**src/rtl/control_multiciclo.sv**
```systemverilog
// Multicycle control FSM: fetch / decode / execute / memory / writeback
// sequencing for the datapath, with a req/ready memory handshake.
// Optional retired-instruction counter enabled by CTRL_INSTR_COUNT_EN.
module control_multiciclo #(
  parameter int OPC_W      = 7,
  parameter int ALU_CTRL_W = 3
) (
  input  logic                  clk,
  input  logic                  rst_n,
  input  logic [OPC_W-1:0]      opcode,
  input  logic [2:0]            funct3,
  input  logic                  funct7b5,
  input  logic                  mem_ready,
  output logic                  mem_req,
  output logic                  adr_src,
  output logic                  ir_write,
  output logic                  pc_write,
  output logic                  reg_write,
  output logic                  imm_src,
  output logic [1:0]            alu_src_a,
  output logic [1:0]            alu_src_b,
  output logic [ALU_CTRL_W-1:0] alu_ctrl,
  output logic [1:0]            result_src,
  output logic                  illegal,
  output logic [3:0]            state_dbg
`ifdef CTRL_INSTR_COUNT_EN
  ,
  output logic [31:0]           instr_count
`endif
);

  typedef enum logic [3:0] {
    S_IDLE    = 4'd0,
    S_FETCH   = 4'd1,
    S_DECODE  = 4'd2,
    S_MEMADR  = 4'd3,
    S_MEMREAD = 4'd4,
    S_MEMWB   = 4'd5,
    S_EXEC_R  = 4'd6,
    S_EXEC_I  = 4'd7,
    S_ALUWB   = 4'd8,
    S_LUI_WB  = 4'd9,
    S_HALT    = 4'd10
  } state_t;

  localparam logic [OPC_W-1:0] OP_LW  = OPC_W'(7'b0000011);
  localparam logic [OPC_W-1:0] OP_R   = OPC_W'(7'b0110011);
  localparam logic [OPC_W-1:0] OP_I   = OPC_W'(7'b0010011);
  localparam logic [OPC_W-1:0] OP_LUI = OPC_W'(7'b0110111);

  localparam logic [ALU_CTRL_W-1:0] ALU_ADD = ALU_CTRL_W'(3'b000);
  localparam logic [ALU_CTRL_W-1:0] ALU_SUB = ALU_CTRL_W'(3'b001);
  localparam logic [ALU_CTRL_W-1:0] ALU_AND = ALU_CTRL_W'(3'b010);
  localparam logic [ALU_CTRL_W-1:0] ALU_OR  = ALU_CTRL_W'(3'b011);
  localparam logic [ALU_CTRL_W-1:0] ALU_SLT = ALU_CTRL_W'(3'b101);

  state_t                  r_state;
  state_t                  w_next;
  logic [ALU_CTRL_W-1:0]   w_alu_dec;
  logic                    w_funct_ok;

  // ALU operation from funct3; sub only for R-type with funct7b5 set
  always_comb begin
    w_alu_dec  = ALU_ADD;
    w_funct_ok = 1'b1;
    case (funct3)
      3'b000:  w_alu_dec = (opcode == OP_R && funct7b5) ? ALU_SUB : ALU_ADD;
      3'b010:  w_alu_dec = ALU_SLT;
      3'b110:  w_alu_dec = ALU_OR;
      3'b111:  w_alu_dec = ALU_AND;
      default: w_funct_ok = 1'b0;
    endcase
  end

  // State register; reset lands in IDLE immediately
  always_ff @(posedge clk or negedge rst_n) begin
    if (!rst_n) r_state <= S_IDLE;
    else        r_state <= w_next;
  end

  // Next-state and Moore outputs (FETCH strobes qualified by mem_ready)
  always_comb begin
    w_next     = r_state;
    mem_req    = 1'b0;
    adr_src    = 1'b0;
    ir_write   = 1'b0;
    pc_write   = 1'b0;
    reg_write  = 1'b0;
    imm_src    = 1'b0;
    alu_src_a  = 2'b00;
    alu_src_b  = 2'b00;
    alu_ctrl   = ALU_ADD;
    result_src = 2'b00;
    illegal    = 1'b0;
    case (r_state)
      S_IDLE: w_next = S_FETCH;
      S_FETCH: begin
        mem_req    = 1'b1;
        alu_src_b  = 2'b10;
        result_src = 2'b10;
        ir_write   = mem_ready;
        pc_write   = mem_ready;
        if (mem_ready) w_next = S_DECODE;
      end
      S_DECODE: begin
        imm_src = (opcode == OP_LUI);
        if      (opcode == OP_LW)  w_next = S_MEMADR;
        else if (opcode == OP_R)   w_next = w_funct_ok ? S_EXEC_R : S_HALT;
        else if (opcode == OP_I)   w_next = w_funct_ok ? S_EXEC_I : S_HALT;
        else if (opcode == OP_LUI) w_next = S_LUI_WB;
        else                       w_next = S_HALT;
      end
      S_MEMADR: begin
        alu_src_a = 2'b10;
        alu_src_b = 2'b01;
        w_next    = S_MEMREAD;
      end
      S_MEMREAD: begin
        mem_req = 1'b1;
        adr_src = 1'b1;
        if (mem_ready) w_next = S_MEMWB;
      end
      S_MEMWB: begin
        result_src = 2'b01;
        reg_write  = 1'b1;
        w_next     = S_FETCH;
      end
      S_EXEC_R: begin
        alu_src_a = 2'b10;
        alu_src_b = 2'b00;
        alu_ctrl  = w_alu_dec;
        w_next    = S_ALUWB;
      end
      S_EXEC_I: begin
        alu_src_a = 2'b10;
        alu_src_b = 2'b01;
        alu_ctrl  = w_alu_dec;
        w_next    = S_ALUWB;
      end
      S_ALUWB: begin
        reg_write = 1'b1;
        w_next    = S_FETCH;
      end
      S_LUI_WB: begin
        imm_src    = 1'b1;
        result_src = 2'b11;
        reg_write  = 1'b1;
        w_next     = S_FETCH;
      end
      S_HALT: begin
        illegal = 1'b1;
        w_next  = S_HALT;
      end
      default: w_next = S_IDLE;
    endcase
  end

  assign state_dbg = r_state;

`ifdef CTRL_INSTR_COUNT_EN
  logic [31:0] r_instr_count;

  // Count retired instructions: every writeback state exits after one clock
  always_ff @(posedge clk or negedge rst_n) begin
    if (!rst_n)
      r_instr_count <= '0;
    else if (r_state == S_MEMWB || r_state == S_ALUWB || r_state == S_LUI_WB)
      r_instr_count <= r_instr_count + 32'd1;
  end

  assign instr_count = r_instr_count;
`endif

endmodule

```
**config.mk**
```make
export PLATFORM = sky130hd
export DESIGN_NAME = control_multiciclo
export DESIGN_NICKNAME = d
export VERILOG_FILES = /design/src/rtl/control_multiciclo.sv
export SDC_FILE = /design/constraint.sdc
export NUM_CORES = 1
export LEC_CHECK = 0
export CAP_MARGIN = 20
export CORE_MARGIN = 4
export CORE_UTILIZATION = 36
export CTS_BUF_LIST = sky130_fd_sc_hd__clkbuf_16
export DETAILED_ROUTE_END_ITERATION = 8
export PLACE_DENSITY = 0.95
export SLEW_MARGIN = 10
export SYNTH_ARGS = -nofsm -noshare
export SYNTH_HDL_FRONTEND = slang
export SYNTH_SLANG_ARGS = --single-unit
```
**constraint.sdc**
```tcl
create_clock -name clk -period 4.4 [get_ports clk]
set_clock_uncertainty 0.2 [all_clocks]
set_input_delay 0.88 -clock clk [delete_from_list [all_inputs] [get_ports clk]]
set_output_delay 0.88 -clock clk [all_outputs]
set_load 0.05 [all_outputs]
```
---- Word level (Yosys, flattened, before mapping) ----
Cells that the tools add are included.
W data, S select, Z words.
cells by class
  eq/ne operators ......................... 19
  multiplexer cells ....................... 22
  reductions and logical operators ........ 11
operators with widths
  kind                  count
  $mux W4               7
  $pmux W4 S7           1
  $eq A4 B3 Y1 const B  4
  $eq A7 B6 Y1 const B  2
  $eq A4 B4 Y1 const B  3
  $pmux W3 S4           1
  $eq A4 B2 Y1 const B  2
  $reduce_or A4 Y1      2
  $eq A7 B2 Y1 const B  1
  $eq A7 B5 Y1 const B  1
  $mux W1               7
  $eq A3 B3 Y1 const B  2
  $pmux W2 S3           1
  $reduce_or A2 Y1      3
  $reduce_or A3 Y1      2
  $eq A4 B1 Y1 const B  1
  $logic_not A4 Y1      1
  $mux W2               2
  $ne A2 B2 Y1 const B  2
  $pmux W2 S2           1
  $eq A3 B2 Y1 const B  1
  $logic_not A3 Y1      1
  $mux W3               1
  $pmux W1 S2           1
  other kinds (2)       2
storage, ports and cells
  bits in registers ....................... 4
  output and inout bits ................... 20

---- Longest topological paths before layout ----
  word-level depth ........................ 8
  mapped depth ............................ 5
  mapped depth without buffers ............ 4

---- Worst setup path after synthesis ----
Ideal clock, no wire load.
  path kind ............................... register to output
  start ................................... reg r_state[1], in the netlist state_dbg[1]
  end ..................................... out alu_ctrl[2]
  arrival ................................. 2733 ps
  required time ........................... 3320 ps
  slack ................................... 587 ps
  cell stages (with the launch flop) ...... 4
  path buffers ............................ 1
  cell sequence ........................... dfrtp_1 -> clkbuf_1 -> nand2_1 -> nor4b_1
on the way
  longest elaborated chain between the ends .. 3
  elaborated cells on any way between the ends .. 4
  those cells by class .................... eq/ne: 2; mux: 1; reduce/logical: 1
RTL lines
  item                                   line  source
  start: declaration                     57    state_t r_state;
  start signal: assignment               78    else r_state <= w_next;
  $eq A4 B3 Y1                           95    case (r_state)
  $reduce_or A2 Y1 (no source line) (*)  --
  $mux W3 (*)                            95
  end: declaration                       22    output logic [ALU_CTRL_W-1:0] alu_ctrl,
Every way passes the cells marked *; elsewhere a longest branch is shown, timed or not.

---- Worst setup path after layout ----
  start ................................... in opcode[5]
  end ..................................... out alu_ctrl[0]
on the way
  longest elaborated chain between the ends .. 5
RTL lines
  item                 line  source
  start: declaration   10    input logic [OPC_W-1:0] opcode,
  $eq A7 B6 Y1         67    3'b000: w_alu_dec = (opcode == OP_R && funct7b5) ? ALU_SUB : ALU_ADD;
  $logic_and A1 B1 Y1  67
  $mux W1              67
  $pmux W3 S4          66    case (funct3)
  $mux W3              95
Every way passes these cells.

==> summary.md <==
| Metric | Value |
|---|---|
| GRT Total Usage | `17.0%` |
| Worst Hold Slack | `just over 0.6 ns` |
| RSZ-0062 raised after global routing | `no` |
| # resized after CTS | `0` |
| DR iter-0 viols | `6` |
| Pre-Repair DR Iteration Count | `4` |
| Slowest CP cell | `clkdlybuf4s50_1` |
| Post-synth top cells | `8 x nor2_1, 7 x a21oi_1, 7 x nand2_1, 5 x nand2b_1` |
| Top-count cell post-synth | `nor2_1` |
| Antenna-violating nets left | `0` |
| Total Negative Setup Slacks | `0 ns` |
| Synth cell types | `27` |
| Final Total Pwr | `0.000760 W` |
| Cell Rows | `12` |
| Data arrival, critical path | `2.75 ns` |
| Share of flip-flops with an asynchronous set or reset | `100%` |
| Vias post-DR | `609` |
| Post-Route WL | `1570 um` |
| Cells after Synth | `68` |
| Area leader, netlist | `dfrtp_1` |
| Clock Sink Count | `4` |
| Status | `finished clean` |
| VDD IR max | `614 uV` |
| Avg Vias per Cell | `5.49` |
| CTS tree | `built` |
| Area growth syn-to-layout | `80.6%` |
| Post-CTS Hold Fix Bufs | `0` |
| Worst setup SP type | `input pin` |
| CP Class | `in2out` |
| Fill count | `98` |
| Crit path max fanout | `4` |
| Longest Clk Path Bufs | `2` |
| Hold crit path type | `reg2reg` |
| Critical path, cell by cell | `clkdlybuf4s50_1 > nand2_1 > nor3b_1 > a21oi_1 > nor3_1 > clkdlybuf4s50_1` |
| Synth top area share | `21.2%` |
| Yosys reg bits | `4` |
| Max-cap violations | `0` |
| Max-slew violation count | `0` |
| Post-Syn Area | `472 um^2` |
| Post-place setup slack | `0.580 ns` |
| Min Tclk post-route | `approximately 3.8 ns` |
| Total number of yosys warnings | `0` |
| Max reg flops | `4` |
| Root buffer cell | `clkbuf_16` |
| Area contributors post-synth | `dfrtp_1 21%, a21oi_1 7.4%, nand2b_1 6.6%, nor2_1 6.4%, nand4bb_4 5.8%` |
| DRC errors left | `0` |
| Post-CTS Setup Inserts | `0` |
| Remaining global-route overflow | `0` |
| Fmax | `about 260 MHz` |
| I/O pin cnt | `34` |
| DR WL/cell | `14.1 um` |
| CP max stage delay | `0.83 ns` |
| Synth Area per Inst | `6.94 um^2` |
| P_leak | `0.332 nW` |
| Die Ht | `44.2 um` |
| Setup-failing EPs final | `0` |
| Clk pin slew, worst setup/hold paths | `0.03 ns` |
| Diode count | `0` |
| Register area share after synthesis | `21.2%` |
| Post-synth net total | `82` |
| Synth Flop Type | `dfrtp_1` |
| Final Hold Violating Endpoints | `0` |
| Die Width | `44.2 um` |
| Most used cell, CP | `clkdlybuf4s50_1` |
| Sequential Area | `100 um^2` |
| RD Place Congestion | `0.793` |
| Initial Util | `40.3%` |
| Top delay family on crit path | `buffers and inverters` |
| Vias in the first global route | `566` |
| CTS buffer count | `3` |
| DP Wirelength | `1180 um` |
| Req. time, crit path | `3.32 ns` |
| Core Region | `1170 um^2` |
| Number of synthesized flops with an enable pin | `0` |
| Util after Layout | `72.8%` |
| PwrDens | `892 nW/um^2` |
| Worst skew pair latency | `0.23 ns` |
| Largest net degree at the start of global routing | `18` |
| Port Buf Inserts | `32` |
| Crit share post-route | `approximately 87%` |
| Crit end category | `primary output` |
| Antenna violations before repair | `0` |
| First-pass GRT wire length | `approximately 2400 um` |
| Slew @ Worst Pin | `0.506 ns` |
| WP buf/inv | `2` |
| Nets | `113` |
| Die area | `around 2000 um^2` |
| Worst setup margin | `0.575 ns` |
| # H-tree levels | `1` |
| Layout cells sized above 1 | `6.19%` |
| Rel. slew slack | `66.2%` |
| Multi-input gate area | `~330 um^2` |
## final timing paths
check | end | cells after the start | slack, ns | from
worst max-delay path | alu_ctrl[0] | 6 | 0.57 | opcode[5]
worst min-delay path | state_dbg[2] | 1 | 0.62 | state_dbg[3]
worst max register to register | state_dbg[1] | 2 | 2.71 | state_dbg[3]
worst min register to register | state_dbg[2] | 1 | 0.62 | state_dbg[3]
max in group asynchronous | state_dbg[3] | 1 | 3.16 | rst_n
min in group asynchronous | state_dbg[2] | 1 | 0.66 | rst_n
## where the power goes
part | switching (W) | leakage (nW) | internal [W]
Sequential | 0.0000609 | 0.0511 | 0.0000519
Combinational | 0.000329 | 0.244 | 0.000173
Clock | 0.0000279 | 0.0370 | 0.000116
Total | 0.000418 | 0.332 | 0.000342
## cell families (layout without fill, tap and decap cells)
logic type,Yosys count,count (layout),synth area share (%)
and+or+nand+nor,39,39,49.6
other,1,1,0.795
DFF,4,4,21.2
buffers and inverters,8,37,7.96
xor gates and xnor gates,1,1,1.86
AOI/OAI and AO/OA,15,15,18.6
## layout by cell type, fill, tap and decap left out, drive strengths merged, types with 3 or more instances in the layout
master	netlist	routed
a21oi	7	7
and3	3	3
clkbuf	4	3
clkdlybuf4s50	0	31
dfrtp	4	4
nand2	7	7
nand2b	5	5
nor2	8	8
nor3	4	4
o21ai	3	3
## final cells by class
| class | count | share of cell area (%) |
|---|---|---|
| Sequential cell | 4 | 11.7 |
| Inverter | 2 | 0.881 |
| Multi-Input combinational cell | 56 | 39.2 |
| Tap cell | 14 | 2.06 |
| Timing Repair Buffer | 32 | 37.3 |
| Clock buffer | 3 | 8.81 |
## worst reg2reg max path: stages, from the launching register on
cell,delay [ns]
dfrtp_1,0.54
or4_4,0.61
a31o_1,0.23
## through the flow
stage,area (um^2),cells
final,852,111
after global routing,852,111
after CTS,852,111
after detailed placement,777,108
after global placement,777,108
after floorplan,472,68
## metal layers
metal	vias up	routed length [um]	GRT usage (%)	share of wire [%]
li1	300	-	-	-
met1	275	625	18.9	40
met2	30	762	28.5	49
met3	4	141	4.88	9.0
met4	0	36	9.64	2.3
met5	-	0	0	0
Note: power is estimated with default switching activity, not from simulation.
